<file path="src/rtl/reg_bus_responder.sv">
// Register-side responder for the control-FSM strobe interface: builds the internal
// bus from one-hot source strobes, latches destinations, advances PC and flags bus misuse.
module reg_bus_responder #(
    parameter int WIDTH       = 16,
    parameter int PC_WIDTH    = 8,
    parameter int SYNC_STAGES = 2
) (
    input  logic                clk,
    input  logic                rst,
    input  logic                G0_in,
    input  logic                G1_in,
    input  logic                G2_in,
    input  logic                G3_in,
    input  logic                P0_in,
    input  logic                P1_in,
    input  logic                G0_out,
    input  logic                G1_out,
    input  logic                G2_out,
    input  logic                G3_out,
    input  logic                P0_out,
    input  logic                P1_out,
    input  logic                imm_out,
    input  logic [WIDTH-1:0]    imm_data,
    input  logic                PC_inc,
    input  logic                done,
    input  logic [WIDTH-1:0]    port_in,
    input  logic                err_clr,
    output logic [WIDTH-1:0]    bus_data,
    output logic [WIDTH-1:0]    port_out,
    output logic [PC_WIDTH-1:0] pc,
    output logic [7:0]          instr_count,
    output logic                bus_err,
    output logic [1:0]          err_code
);

    localparam logic [PC_WIDTH-1:0] PC_ONE = 1;

    logic [WIDTH-1:0] g0, g1, g2, g3, p0, p1;
    logic [WIDTH-1:0] sync_q [SYNC_STAGES];
    logic [2:0]       n_src;
    logic             any_in;
    logic             write_ok;
    logic             contention;
    logic             undriven;

    assign n_src = {2'b00, G0_out} + {2'b00, G1_out} + {2'b00, G2_out} + {2'b00, G3_out}
                 + {2'b00, P0_out} + {2'b00, P1_out} + {2'b00, imm_out};
    assign any_in     = G0_in | G1_in | G2_in | G3_in | P0_in | P1_in;
    assign write_ok   = (n_src == 3'd1);
    assign contention = (n_src > 3'd1);
    assign undriven   = (n_src == 3'd0) && any_in;

    // With exactly one source the AND-OR mux equals that source; any other count reads as 0.
    always_comb begin
        bus_data = '0;
        if (write_ok) begin
            bus_data = ({WIDTH{G0_out}}  & g0) | ({WIDTH{G1_out}} & g1)
                     | ({WIDTH{G2_out}}  & g2) | ({WIDTH{G3_out}} & g3)
                     | ({WIDTH{P0_out}}  & p0) | ({WIDTH{P1_out}} & p1)
                     | ({WIDTH{imm_out}} & imm_data);
        end
    end

    assign port_out = p0;
    assign bus_err  = |err_code;

    always_ff @(posedge clk or posedge rst) begin
        if (rst) begin
            g0 <= '0;
            g1 <= '0;
            g2 <= '0;
            g3 <= '0;
            p0 <= '0;
        end else if (write_ok) begin
            if (G0_in) g0 <= bus_data;
            if (G1_in) g1 <= bus_data;
            if (G2_in) g2 <= bus_data;
            if (G3_in) g3 <= bus_data;
            if (P0_in) p0 <= bus_data;
        end
    end

    always_ff @(posedge clk or posedge rst) begin
        if (rst) begin
            for (int i = 0; i < SYNC_STAGES; i++) sync_q[i] <= '0;
        end else begin
            sync_q[0] <= port_in;
            for (int i = 1; i < SYNC_STAGES; i++) sync_q[i] <= sync_q[i-1];
        end
    end

    // P1_in always suppresses pin capture for its edge, even when the write itself is inhibited.
    always_ff @(posedge clk or posedge rst) begin
        if (rst) begin
            p1 <= '0;
        end else if (P1_in) begin
            if (write_ok) p1 <= bus_data;
        end else begin
            p1 <= sync_q[SYNC_STAGES-1];
        end
    end

    always_ff @(posedge clk or posedge rst) begin
        if (rst) begin
            pc          <= '0;
            instr_count <= '0;
        end else begin
            if (PC_inc) pc <= pc + PC_ONE;
            if (done && (instr_count != 8'hFF)) instr_count <= instr_count + 8'd1;
        end
    end

    // A fresh error in the clearing cycle survives the clear.
    always_ff @(posedge clk or posedge rst) begin
        if (rst) begin
            err_code <= 2'b00;
        end else begin
            err_code <= (err_clr ? 2'b00 : err_code) | {undriven, contention};
        end
    end

endmodule
</file>
<file path="config.mk">
export PLATFORM = sky130hd
export DESIGN_NAME = reg_bus_responder
export DESIGN_NICKNAME = d
export VERILOG_FILES = /design/src/rtl/reg_bus_responder.sv
export SDC_FILE = /design/constraint.sdc
export NUM_CORES = 1
export LEC_CHECK = 0
export ABC_CLOCK_PERIOD_IN_PS = 6800
export CAP_MARGIN = 20
export CORE_UTILIZATION = 59
export CTS_CLUSTER_DIAMETER = 40
export CTS_CLUSTER_SIZE = 25
export DETAILED_ROUTE_END_ITERATION = 7
export DONT_BUFFER_PORTS = 1
export PLACE_DENSITY = 0.75
export SYNTH_ARGS = -nofsm -noshare
export SYNTH_HDL_FRONTEND = slang
export SYNTH_SLANG_ARGS = --single-unit
</file>
<file path="constraint.sdc">
create_clock -name clk -period 6.8 [get_ports clk]
set_input_delay 0.34 -clock clk [delete_from_list [all_inputs] [get_ports clk]]
set_output_delay 0.34 -clock clk [all_outputs]
set_load 0.01 [all_outputs]
</file>
==> Word-level counts from Yosys, hierarchy flattened <==
Index checks and enable logic that the tools add are counted.
{ "totals": {"register_bits": 146, "in_bits": 50, "out_inout_bits": 51, "elab_cells": 55} }
{ "op_classes": {"addsub": 8, "magnitude_cmp": 1, "eq_ne": 3, "mux": 4, "bitwise_logic": 19, "reduce_logical": 9} }
{ "ops": {"columns": ["op", "count"], "rows": [
  ["16-bit bitwise AND", 7],
  ["16-bit bitwise OR", 6],
  ["16-bit 2-to-1 mux", 3],
  ["8-bit by 1-bit adder with 8-bit output (second input constant)", 2],
  ["3-bit by 1-bit adder with 3-bit output", 4],
  ["2-bit AND reduction", 5],
  ["8-bit inequality test (second input constant)", 1],
  ["1-bit bitwise OR", 5],
  ["2-bit by 1-bit adder with 3-bit output", 1],
  ["3-bit by 1-bit equality test with 1-bit output (second input constant)", 1],
  ["3-bit by 1-bit greater-than comparator with 1-bit output (second input constant)", 1],
  ["3-bit logical NOT", 1],
  ["1-bit by 1-bit adder with 2-bit output", 1],
  ["1-bit logical AND", 2],
  ["2-bit 2-to-1 mux", 1],
  ["2-bit by 1-bit inequality test with 1-bit output (second input constant)", 1],
  ["2-bit bitwise OR", 1],
  ["2-bit OR reduction", 1]
]} }

==> Depth between registers and ports, before layout <==
Gate-level depths: netlist (run 1).
{ "depth": {"word_depth": 10, "mapped_depth": 13, "depth_no_buf": 9} }

==> Worst setup path after synthesis (run 1) <==
No wires, ideal clock.
{ "synth_timing": {"kind": "input-to-output", "start": "in G1_out", "end": "out bus_data[0]", "arrival_time_ns": 3.397, "t_required_ns": 6.460, "path_slack_ns": 3.063, "path_stages": 12, "n_path_buf": 3, "cell_sequence": "buf_2 -> buf_2 -> inv_1 -> fa_1 -> fa_1 -> inv_1 -> fa_1 -> fa_1 -> nor2_1 -> nand2_1 -> clkbuf_1 -> nor2_1"} }
{ "synth_between": {"elab_chain_cells": 8, "word_cells_on_any_way": 15, "cone_classes": "6 x add/sub; 1 x eq/ne; 1 x mux; 7 x bitwise"} }
{ "synth_lines": {"columns": ["element", "line_no", "text"], "rows": [
  ["from (decl)", "17", "input logic G1_out,"],
  ["1-bit by 1-bit adder with 2-bit output / 16-bit bitwise AND (equally long branches)", "46, 57", null],
  ["2-bit by 1-bit adder with 3-bit output / 16-bit bitwise OR (equally long branches)", "46, 57", null],
  ["3-bit by 1-bit adder with 3-bit output / 16-bit bitwise OR (equally long branches)", "46, 58", null],
  ["3-bit by 1-bit adder with 3-bit output / 16-bit bitwise OR (equally long branches)", "47, 58", null],
  ["3-bit by 1-bit adder with 3-bit output / 16-bit bitwise OR (equally long branches) (2 in a row)", "47, 59", null],
  ["3-bit by 1-bit equality test with 1-bit output / 16-bit bitwise OR (equally long branches)", "49, 60", null],
  ["16-bit 2-to-1 mux (*)", "56", "if (write_ok) begin"],
  ["to (decl)", "28", "output logic [WIDTH-1:0] bus_data,"]
]} }
Every way passes the cells marked *; elsewhere a longest branch is shown, timed or not.

==> Worst setup path in the final report (run 1) <==
{ "layout_timing": {"start": "in G0_out", "end": "out bus_data[6]"} }
{ "layout_between": {"elab_chain_cells": 8, "word_cells_on_any_way": 15, "cone_classes": "6 x add/sub; 1 x eq/ne; 1 x mux; 7 x bitwise"} }
{ "layout_lines": {"columns": ["element", "line_no", "text"], "rows": [
  ["from (decl)", "16", "input logic G0_out,"],
  ["1-bit by 1-bit adder with 2-bit output / 16-bit bitwise AND (equally long branches)", "46, 57", null],
  ["2-bit by 1-bit adder with 3-bit output / 16-bit bitwise OR (equally long branches)", "46, 57", null],
  ["3-bit by 1-bit adder with 3-bit output / 16-bit bitwise OR (equally long branches)", "46, 58", null],
  ["3-bit by 1-bit adder with 3-bit output / 16-bit bitwise OR (equally long branches)", "47, 58", null],
  ["3-bit by 1-bit adder with 3-bit output / 16-bit bitwise OR (equally long branches) (2 in a row)", "47, 59", null],
  ["3-bit by 1-bit equality test with 1-bit output / 16-bit bitwise OR (equally long branches)", "49, 60", null],
  ["16-bit 2-to-1 mux (*)", "56", null]
]} }
Marks and branches as above.

==> results of run 1 <==
## flip-flops by register name, indices dropped and copies added (netlist names)
signal / cells
err_code: 2
port_out: 16
pc: 8
p1: 16
g2: 16
g1: 16
sync_q: 32
g3: 16
instr_count: 8
g0: 16
## per-stage QoR
step | cell area [um^2] | util (%) | hold WS, ns
after floorplan | 6110 | - | 0.3312
after global placement | 6072 | 61.28 | 0.2940
after detailed placement | 6072 | 61.28 | 0.2969
after CTS | 6864 | 69.27 | 0.0004988
after global routing | 6892 | 69.55 | 0.01850
final | 6892 | 69.55 | 0.01631
## routing by layer
| layer | wire length, um | up-vias |
|---|---|---|
| li1 | - | 1964 |
| met3 | 865 | 25 |
| met1 | 5613 | 2167 |
| met5 | 0 | - |
| met2 | 6945 | 168 |
| met4 | 206 | 0 |
## layout make-up
| type | instances | area, um^2 |
|---|---|---|
| multi-input combinational | 350 | 2161 |
| clock inverter | 14 | 153.9 |
| clock buffer | 18 | 427.9 |
| timing repair buffer | 28 | 282.8 |
| inverter | 11 | 46.29 |
| tap | 133 | 166.4 |
| fill | 715 | 3018 |
| sequential | 146 | 3654 |
## logic make-up after synthesis
logic type      after synthesis  share of synthesized area [%]
compound gates              154                          16.79
flops                       146                          59.80
simple gates                176                          13.46
mux                           4                         0.7372
fa+ha+maj                     6                          1.720
xor+xnor                     10                          1.433
buf+inv                      67                          6.062
## repair_timing
| item | in CTS | in global routing |
|---|---|---|
| hold buffers | 21 | 0 |
| endpoints found under the hold margin | 84 | 0 |
| setup buffers | 0 | 0 |
## worst register-to-register path, delay by kind of cell (launching register included)
kind | cells | cell delay, ns
compound gates | 1 | 0.32
fa+ha+maj | 1 | 0.24
flops | 1 | 0.45
mux | 1 | 0.37
simple gates | 1 | 0.13
## cells in the final DEF, fill, tap and decap left out, types with 6 or more instances in the layout
| master | netlist | routed |
|---|---|---|
| nor2_1 | 101 | 101 |
| nand2_1 | 22 | 22 |
| a22oi_1 | 32 | 32 |
| and3_1 | 17 | 17 |
| inv_1 | 11 | 10 |
| clkbuf_16 | 0 | 16 |
| dlygate4sd3_1 | 0 | 21 |
| o221ai_1 | 13 | 13 |
| dfrtp_1 | 146 | 146 |
| a222oi_1 | 16 | 16 |
| nand2b_1 | 18 | 18 |
| buf_4 | 7 | 6 |
| a21oi_1 | 81 | 81 |
## how the worst max path moves through the flow
| stage | end | cells past startpoint | startpoint |
|---|---|---|---|
| after floorplan | err_code[0] | 1 | rst |
| after global placement | p1[15] | 9 | G0_out |
| after detailed placement | p1[12] | 9 | G0_out |
| after CTS | bus_data[6] | 9 | G0_out |
| after global routing | bus_data[2] | 9 | G0_out |
| final | bus_data[6] | 9 | G0_out |
## power by group through the flow
stage / clock, mW / combinational [mW] / sequential (mW)
6_report: 0.898 / 0.610 / 1.46
5_1_grt: 0.946 / 0.692 / 1.50
4_1_cts: 0.913 / 0.609 / 1.45
3_5_place_dp: 0 / 0.592 / 1.46
3_3_place_gp: 0 / 0.561 / 1.44
2_1_floorplan: 0 / 0.506 / 1.40
==> results.yml, run 1 <==
floorplanning:
  start_util_pct: 61.65
  fp-row-count: 36
  core_mm2: 0.009910
  dieArea_mm2: 0.01077
  ios: 101
  dieWidth_um: 103.8
  die_h_um: 103.8
setup_path:
  cpLargestDelayFamily: "adder cells"
  worstSetupEndpointType: "output port"
  worstPathCellList: "inv_1, fa_1, fa_1, inv_1, fa_1, fa_1, nor2_1, nand2_1, nor2_1"
  ff2ff_path_depth: 4
  critPathArrivalTime_ns: 3.57
  reg2reg_to: "instr_count[1]"
  crit_type: "in -> out"
  worst-path-buf-inv: 2
  r2r-start: "instr_count[0]"
  cp_slowest_cell: "fa_1"
  required_ns: 6.46
  r2r_setup_slack_ns: 5.17
  startpoint_type: "primary input"
  path_common_cell: "fa_1"
  crit_fanout: 17
  cp_slowest_stage_delay_ns: 0.92
clocking:
  cts_sinks: 146
  clkTransAtPathRegs_ns: 0.06
  cts_made_buffers: 17
  cts_root_buffer: "clkbuf_8"
  cts_resized: 0
  worstSkewPairLatency_ns: 0.52
  cts_tree: "yes"
  clockBufferDepth: 2
  htreeDepth: 4
global_route:
  track_usage_pct: 26.86
  grt_pass1_wl_mm: 22.10
  met2_usage_pct: 44.39
  use_met1_pct: 34.00
  overflow: 0
  use_met3_pct: 6.860
  grt_pass1_vias: 4235
  busiest_layer: "met2"
  grt_max_degree: 86
  antenna_found_initial: 0
routing:
  ant_nets: 0
  vias: 4324
  drt-total-wl_mm: 13.63
  drc: 0
  dr.pass1.iters: 7
  wl_per_cell_um: 19.47
  drt-initial-drc-count: 514
  viasPerCell: 6.177
place:
  place_congestion: 0.8268
  dp.cells: 646
  place_worst_setup_slack_ns: 2.717
  hpwl_mm: 8.416
  portBuffers: 0
logic_synthesis:
  ys_warn_count: 0
  syn-num-nets: 619
  syn_inst: 563
  ys_ff_latch: 146
  yosysMostFrequentCell: "dfrtp_1"
  yosysSeqAreaShare_pct: 59.80
  async_reset_ff_share_pct: 100.0
  yosys.area.top_type: "dfrtp_1"
  synth-edff-count: 0
  synth_cell_types: 35
  synth_top_area_share_pct: 59.80
  syn-cell-area_mm2: 0.006110
  synth_top_cells_by_count: "dfrtp_1 (146), nor2_1 (101), a21oi_1 (81)"
  synth_ff_type: "dfrtp_1"
  synth.avg_cell_area_um2: 10.85
  synth_area_leaders: "dfrtp_1 (60%), a21oi_1 (6.6%), nor2_1 (6.2%)"
status:
  status: "completed"
timing:
  rsz0062_at_grt: "no"
  fin_worst_skew_ns: 0.01171
  tightest_slew_ns: 0.8387
  setup_tns_ns: 0
  min_period_ns: 3.911
  setup_viol: 0
  fmax_mhz: 255.7
  fin_ws_ns: 2.889
  maxSlewHeadroom_pct: 44.02
  finalCritPeriodShare_pct: 57.51
  slew_violations: 0
  finalHoldViolations: 0
layout:
  syn2layout_area_growth_pct: 12.80
  n_antenna_cell: 0
  fin_nets: 610
  drive_gt1_share_pct: 9.700
  fin_cells: 700
pwr:
  p_leak_nw: 2.882
  switching_power_mw: 0.9720
  clkPwrFrac_pct: 30.3
  internal_power_mw: 1.993
  p_comb_share_pct: 20.6
  power.total_mw: 2.965
  power.density_mw_per_mm2: 430.2
  p_sw_share_pct: 32.78
  peakVddDrop_mv: 0.2347
  seq_power_share_pct: 49.2
min_path:
  min_from: "err_clr"
  hold_end: "err_code[1]"
  hold_path_class: "in -> reg"
  min_delay_path_depth: 2
run:
  max_cap_viol_count: 0
(Power assumes the default switching activity.)
==> inputs of run 2 (changes only) <==
--- a/config.mk
+++ b/config.mk
@@ -5,9 +5,9 @@
 export SDC_FILE = /design/constraint.sdc
 export NUM_CORES = 1
 export LEC_CHECK = 0
-export ABC_CLOCK_PERIOD_IN_PS = 6800
+export ABC_CLOCK_PERIOD_IN_PS = 3250
 export CAP_MARGIN = 20
-export CORE_UTILIZATION = 59
+export CORE_UTILIZATION = 57
 export CTS_CLUSTER_DIAMETER = 40
 export CTS_CLUSTER_SIZE = 25
 export DETAILED_ROUTE_END_ITERATION = 7
==> constraint.sdc (replaced) <==
create_clock -name clk -period 3.25 [get_ports clk]
set_input_delay 0.1625 -clock clk [delete_from_list [all_inputs] [get_ports clk]]
set_output_delay 0.1625 -clock clk [all_outputs]
set_load 0.01 [all_outputs]
==> run 2 against run 1 <==
  * Register-to-register slack got worse by 3.6 ns
  * Global-route usage grew 0.92 points
  * Hold slack improved by 0.046 ns
  * First-iteration DRC count is 0.97% lower
  * Power grew 110%
  * Wire length rose by 5.7%
  * Flip-flop and latch count did not move
  * Final area up 2.3%
  * Core utilization shrank 1.6 points
  * Clock skew is 0.0065 ns lower
==> results.yml, run 2 (same netlist as run 1, synthesis figures left out) <==
timing:
  rsz0062_at_grt: "no"
  fin_hold_ws_ns: 0.06273
  tightest_slew_ns: 0.7074
  fmax_mhz: 320.7
  fin_ws_ns: 0.1317
  maxSlewHeadroom_pct: 52.84
  finalHoldViolations: 0
  fin_worst_skew_ns: 0.005188
  min_period_ns: 3.118
  setup_viol: 0
  slew_violations: 0
  setup_tns_ns: 0
  finalCritPeriodShare_pct: 95.95
pwr:
  p_leak_nw: 2.935
  power.total_mw: 6.324
  p_sw_share_pct: 32.42
  internal_power_mw: 4.273
  peakVddDrop_mv: 0.5952
  switching_power_mw: 2.050
  clkPwrFrac_pct: 30.0
  seq_power_share_pct: 48.3
  p_comb_share_pct: 21.7
  power.density_mw_per_mm2: 896.9
setup_path:
  r2r_setup_slack_ns: 1.57
  crit_fanout: 17
  path_common_cell: "fa_1"
  crit_type: "in -> out"
  cp_slowest_cell: "fa_2"
  startpoint_type: "primary input"
  ff2ff_path_depth: 4
  cp-startpoint: "G0_out"
  worstSetupEndpointType: "output port"
  r2r-start: "instr_count[0]"
  worstPathCellList: "inv_1, fa_1, fa_1, inv_1, fa_1, fa_2, nor2_1, nand2_1, buf_12, nor2_1"
  required_ns: 3.09
  endpoint: "bus_data[3]"
  critPathArrivalTime_ns: 2.96
  reg2reg_to: "instr_count[1]"
  cp_slowest_stage_delay_ns: 0.52
layout:
  final.fill_count: 762
  design_area_mm2: 0.007051
  largest_reg_flops: 32
  regArea_mm2: 0.003654
  syn2layout_area_growth_pct: 15.40
  n_antenna_cell: 0
  fin_cells: 711
  largest-register: "sync_q"
  drive_gt1_share_pct: 10.61
  layout_commonest_cell: "dfrtp_1"
  fin_nets: 620
  layout.cells.most_common_list: "dfrtp_1 (146), nor2_1 (101), a21oi_1 (81)"
  multi_input_area_mm2: 0.002163
  finish.utilization_pct: 67.99
place:
  hpwl_mm: 8.702
  dpl_cell_area_mm2: 0.006217
  place_congestion: 0.8153
  dp.cells: 656
  portBuffers: 0
  place_worst_setup_slack_ns: 0.06723
floorplanning:
  fp-row-count: 37
  start_util_pct: 58.92
  dieWidth_um: 105.5
  dieArea_mm2: 0.01114
  die_h_um: 105.5
  core_mm2: 0.01037
  ios: 101
routing:
  dr.pass1.iters: 7
  vias: 4343
  drt-initial-drc-count: 509
  ant_nets: 0
  drt-total-wl_mm: 14.40
  drc: 0
  viasPerCell: 6.108
  wl_per_cell_um: 20.26
global_route:
  grt_max_degree: 57
  track_usage_pct: 27.78
  grt_pass1_wl_mm: 23.18
  grt_pass1_vias: 4438
  overflow: 0
  antenna_found_initial: 0
clocking:
  cts_tree: "yes"
  cts_made_buffers: 17
  cts_resized: 0
  clockBufferDepth: 2
  cts_hold_buf: 24
  cts_sinks: 146
  htreeDepth: 4
  cts_setup_buffers: 0
  worstSkewPairLatency_ns: 0.52
  cts_root_buffer: "clkbuf_8"
  clkTransAtPathRegs_ns: 0.06
min_path:
  hold_path_class: "in -> reg"
run:
  max_cap_viol_count: 0
status:
  status: "completed"
## run 2: cell types whose count changed in the layout (fill, tap and decap cells not counted), moves of 3 or more
cell	change
buf_12	+7
inv_6	-4
clkinvlp_4	+3
dlygate4sd3_1	+3
## run 2: per-layer routing
| layer | part of all wire (%) | wire length, um | GRT usage, % |
|---|---|---|---|
| met3 | 7.7 | 1103 | 8.163 |
| met5 | 0 | 0 | 0 |
| met2 | 51 | 7292 | 46.10 |
| met1 | 40 | 5804 | 34.76 |
| met4 | 1.4 | 203 | 10.12 |
## run 2: worst min path at each step
stage / from / to / slack (ns) / depth (start not counted)
2_1_floorplan: port_in[0] / sync_q[16] / 0.19 / 0
6_report: done / instr_count[7] / 0.06 / 2
5_1_grt: done / instr_count[7] / 0.09 / 2
4_1_cts: done / instr_count[7] / 0.05 / 2
3_5_place_dp: rst / sync_q[30] / -0.08 / 1
3_3_place_gp: rst / sync_q[30] / -0.09 / 1
## run 2: power by group through the flow
stage                     combinational [mW]  sequential [mW]  clock, mW
after global placement                  1.25             3.03          0
after detailed placement                1.33             3.06          0
after global routing                    1.54             3.13       1.99
after floorplan                         1.06             2.92          0
final                                   1.37             3.06       1.89
after CTS                               1.37             3.04       1.92
## run 2: cell type report
cell class                      instances  area share (%)
Sequential cell                       146           51.82
Multi-Input combinational cell        350           30.68
Inverter                               11          0.6389
Timing Repair Buffer                   38           6.247
Clock buffer                           17           5.874
Tap cell                              136           2.413
Clock inverter                         13           2.325
## run 2: critical path: cells and delay by family
family                   cells  cell delay [ns]
AND/OR/NAND/NOR              3             0.60
buffers and inverters        3             0.30
adder cells (fa/ha/maj)      4             1.89
==> inputs of run 3 (changes only) <==
--- a/config.mk
+++ b/config.mk
@@ -5,7 +5,7 @@
 export SDC_FILE = /design/constraint.sdc
 export NUM_CORES = 1
 export LEC_CHECK = 0
-export ABC_CLOCK_PERIOD_IN_PS = 3250
+export ABC_AREA = 1
 export CAP_MARGIN = 20
 export CORE_UTILIZATION = 57
 export CTS_CLUSTER_DIAMETER = 40
==> run 3 against run 2 <==
  * Worst setup slack better by 0.0049 ns
  * Clock skew is 0.0014 ns higher
  * Core utilization is 2.7 points lower
  * Largest cell class unchanged
  * Largest power group unchanged
==> results.yml, run 3 <==
status:
  status: "completed"
setup_path:
  r2r_setup_slack_ns: 1.70
  startpoint_type: "primary input"
  crit_fanout: 51
  ff2ff_path_depth: 8
  worstSetupEndpointType: "output port"
  worstPathCellList: "inv_1, fa_1, fa_1, inv_1, fa_1, fa_1, nor2_4, nand2_4, buf_12, a21oi_1, buf_4"
  r2r-start: "instr_count[0]"
  path_common_cell: "fa_1"
  cp_slowest_stage_delay_ns: 0.49
  cp_slowest_cell: "fa_1"
  crit_type: "in -> out"
  required_ns: 3.09
  critPathArrivalTime_ns: 2.95
  reg2reg_to: "instr_count[7]"
timing:
  tightest_slew_ns: 0.6951
  setup_viol: 0
  slew_violations: 0
  finalHoldViolations: 0
  rsz0062_at_grt: "no"
  min_period_ns: 3.113
  fmax_mhz: 321.2
  maxSlewHeadroom_pct: 53.61
  fin_worst_skew_ns: 0.006546
  finalCritPeriodShare_pct: 95.80
routing:
  drt-total-wl_mm: 15.87
  vias: 5647
  drt-initial-drc-count: 593
  viasPerCell: 5.283
  ant_nets: 0
  drc: 0
  dr.pass1.iters: 5
  wl_per_cell_um: 14.85
logic_synthesis:
  yosys.area.top_type: "dfrtp_1"
  synth_cell_types: 26
  ys_warn_count: 0
  async_reset_ff_share_pct: 100.0
  synth_area_leaders: "dfrtp_1 (52%), nand2_1 (23%), o21ai_0 (4.3%)"
  synth_top_cells_by_count: "nand2_1 (434), dfrtp_1 (146), inv_1 (62)"
  ys_ff_latch: 146
  synth_ff_type: "dfrtp_1"
  yosysMostFrequentCell: "nand2_1"
  synth-edff-count: 0
  syn_inst: 898
  syn-cell-area_mm2: 0.007039
  syn-num-nets: 954
  yosysSeqAreaShare_pct: 51.90
  synth_top_area_share_pct: 51.90
  synth.avg_cell_area_um2: 7.839
pwr:
  peakVddDrop_mv: 0.5430
  p_leak_nw: 4.200
  power.total_mw: 6.594
  power.density_mw_per_mm2: 840.6
run:
  max_cap_viol_count: 0
floorplanning:
  core_mm2: 0.01201
  dieArea_mm2: 0.01280
  ios: 101
  die_h_um: 113.1
  dieWidth_um: 113.1
  fp-row-count: 40
  start_util_pct: 58.60
global_route:
  grt_max_degree: 94
  grt_pass1_wl_mm: 26.27
  grt_pass1_vias: 5341
  overflow: 0
  track_usage_pct: 26.60
  antenna_found_initial: 0
clocking:
  cts_made_buffers: 17
  cts_sinks: 146
  cts_setup_buffers: 0
  cts_tree: "yes"
  cts_root_buffer: "clkbuf_16"
  clockBufferDepth: 2
  worstSkewPairLatency_ns: 0.43
  htreeDepth: 4
  clkTransAtPathRegs_ns: 0.06
place:
  hpwl_mm: 10.38
  place_congestion: 0.7803
  portBuffers: 0
layout:
  finish.utilization_pct: 65.30
  layout.cells.most_common_list: "nand2_1 (434), dfrtp_1 (146), inv_1 (61), o21ai_0 (61), nor2_1 (43)"
  n_antenna_cell: 0
  syn2layout_area_growth_pct: 11.43
  largest-register: "sync_q"
  fin_nets: 965
  layout_commonest_cell: "nand2_1"
  largest_reg_flops: 32
  drive_gt1_share_pct: 6.508
min_path:
  min_from: "PC_inc"
  min_delay_path_depth: 3
  hold_path_class: "in -> reg"
  hold_end: "pc[4]"
[run 3: cell types whose count changed after synthesis, moves of 11 or more]
cell      previous run  this run
nor2_1             101        43
and3_1              17         0
nand2_1             22       434
buf_2               38        11
a21oi_1             81        16
a22oi_1             32         0
a222oi_1            16         0
buf_6                6        17
nand2b_1            18         0
nand3_1              3        41
o21ai_0              3        61
o21ai_1              0        21
inv_1               11        62
o221ai_1            13         0
[run 3: repair_timing]
action	in CTS	in global routing
hold buffers	21	0
endpoints found under the hold margin	68	0
endpoints found under the setup margin	0	4
gates resized for setup	0	2
[run 3: worst max-delay path, delay by kind of cell]
family / cells / cell delay (ns)
AO/OA/AOI/OAI: 1 / 0.18
AND/OR/NAND/NOR: 2 / 0.30
buffers and inverters: 4 / 0.46
adder cells (fa/ha/maj): 4 / 1.84
[run 3: worst max-delay path by stage]
stage / cells past startpoint / from / endpoint / slack [ns]
final: 11 / G0_out / bus_data[3] / 0.14
after global routing: 11 / G0_out / bus_data[3] / 0.03
after CTS: 11 / G0_out / bus_data[3] / 0.1
after detailed placement: 12 / G0_out / port_out[5] / 0.08
after global placement: 10 / G0_out / bus_data[14] / 0.17
after floorplan: 13 / G0_out / bus_data[0] / -0.01
[run 3: logic make-up after synthesis]
logic type | synth area share [%]
simple gates | 30.64
fa+ha+maj | 1.493
compound gates | 6.968
flops | 51.90
buf+inv | 8.123
xor+xnor | 0.8710
[run 3: layout make-up]
class	instances	area (um^2)
Tap cell	147	183.9
Clock buffer	20	456.7
Multi-Input combinational cell	643	2828
Clock inverter	12	108.9
Sequential cell	146	3654
Timing Repair Buffer	36	364.1
Fill cell	1056	4168
Inverter	65	249.0
[run 3: layer usage]
metal  vias up  wire, um  GRT usage (%)  part of all wire, %
met3        18      1070          7.392                  6.7
met2       207      7207          40.16                   45
li1       2800         -              -                    -
met5         -         0              0                    0
met1      2622      7391          37.51                   47
met4         0       204          8.333                  1.3
[run 3: power breakdown]
| part | switching (mW) | internal, mW |
|---|---|---|
| Combinational | 1.16 | 0.634 |
| Clock | 0.760 | 1.09 |
| Sequential | 0.497 | 2.45 |
[run 3: per-stage QoR]
step                hold WS [ns]  instances  setup TNS [ns]  setup slack (ns)  cell area (um^2)
floorplan                 0.1939        898         -0.1427          -0.01427              7043
global route             0.04709       1069               0           0.02955              7844
CTS                     0.009697       1068               0           0.09510              7824
global placement         0.09580       1015               0            0.1681              7048
finish                   0.01911       1069               0            0.1366              7844
detailed placement       0.09695       1015               0           0.07750              7048
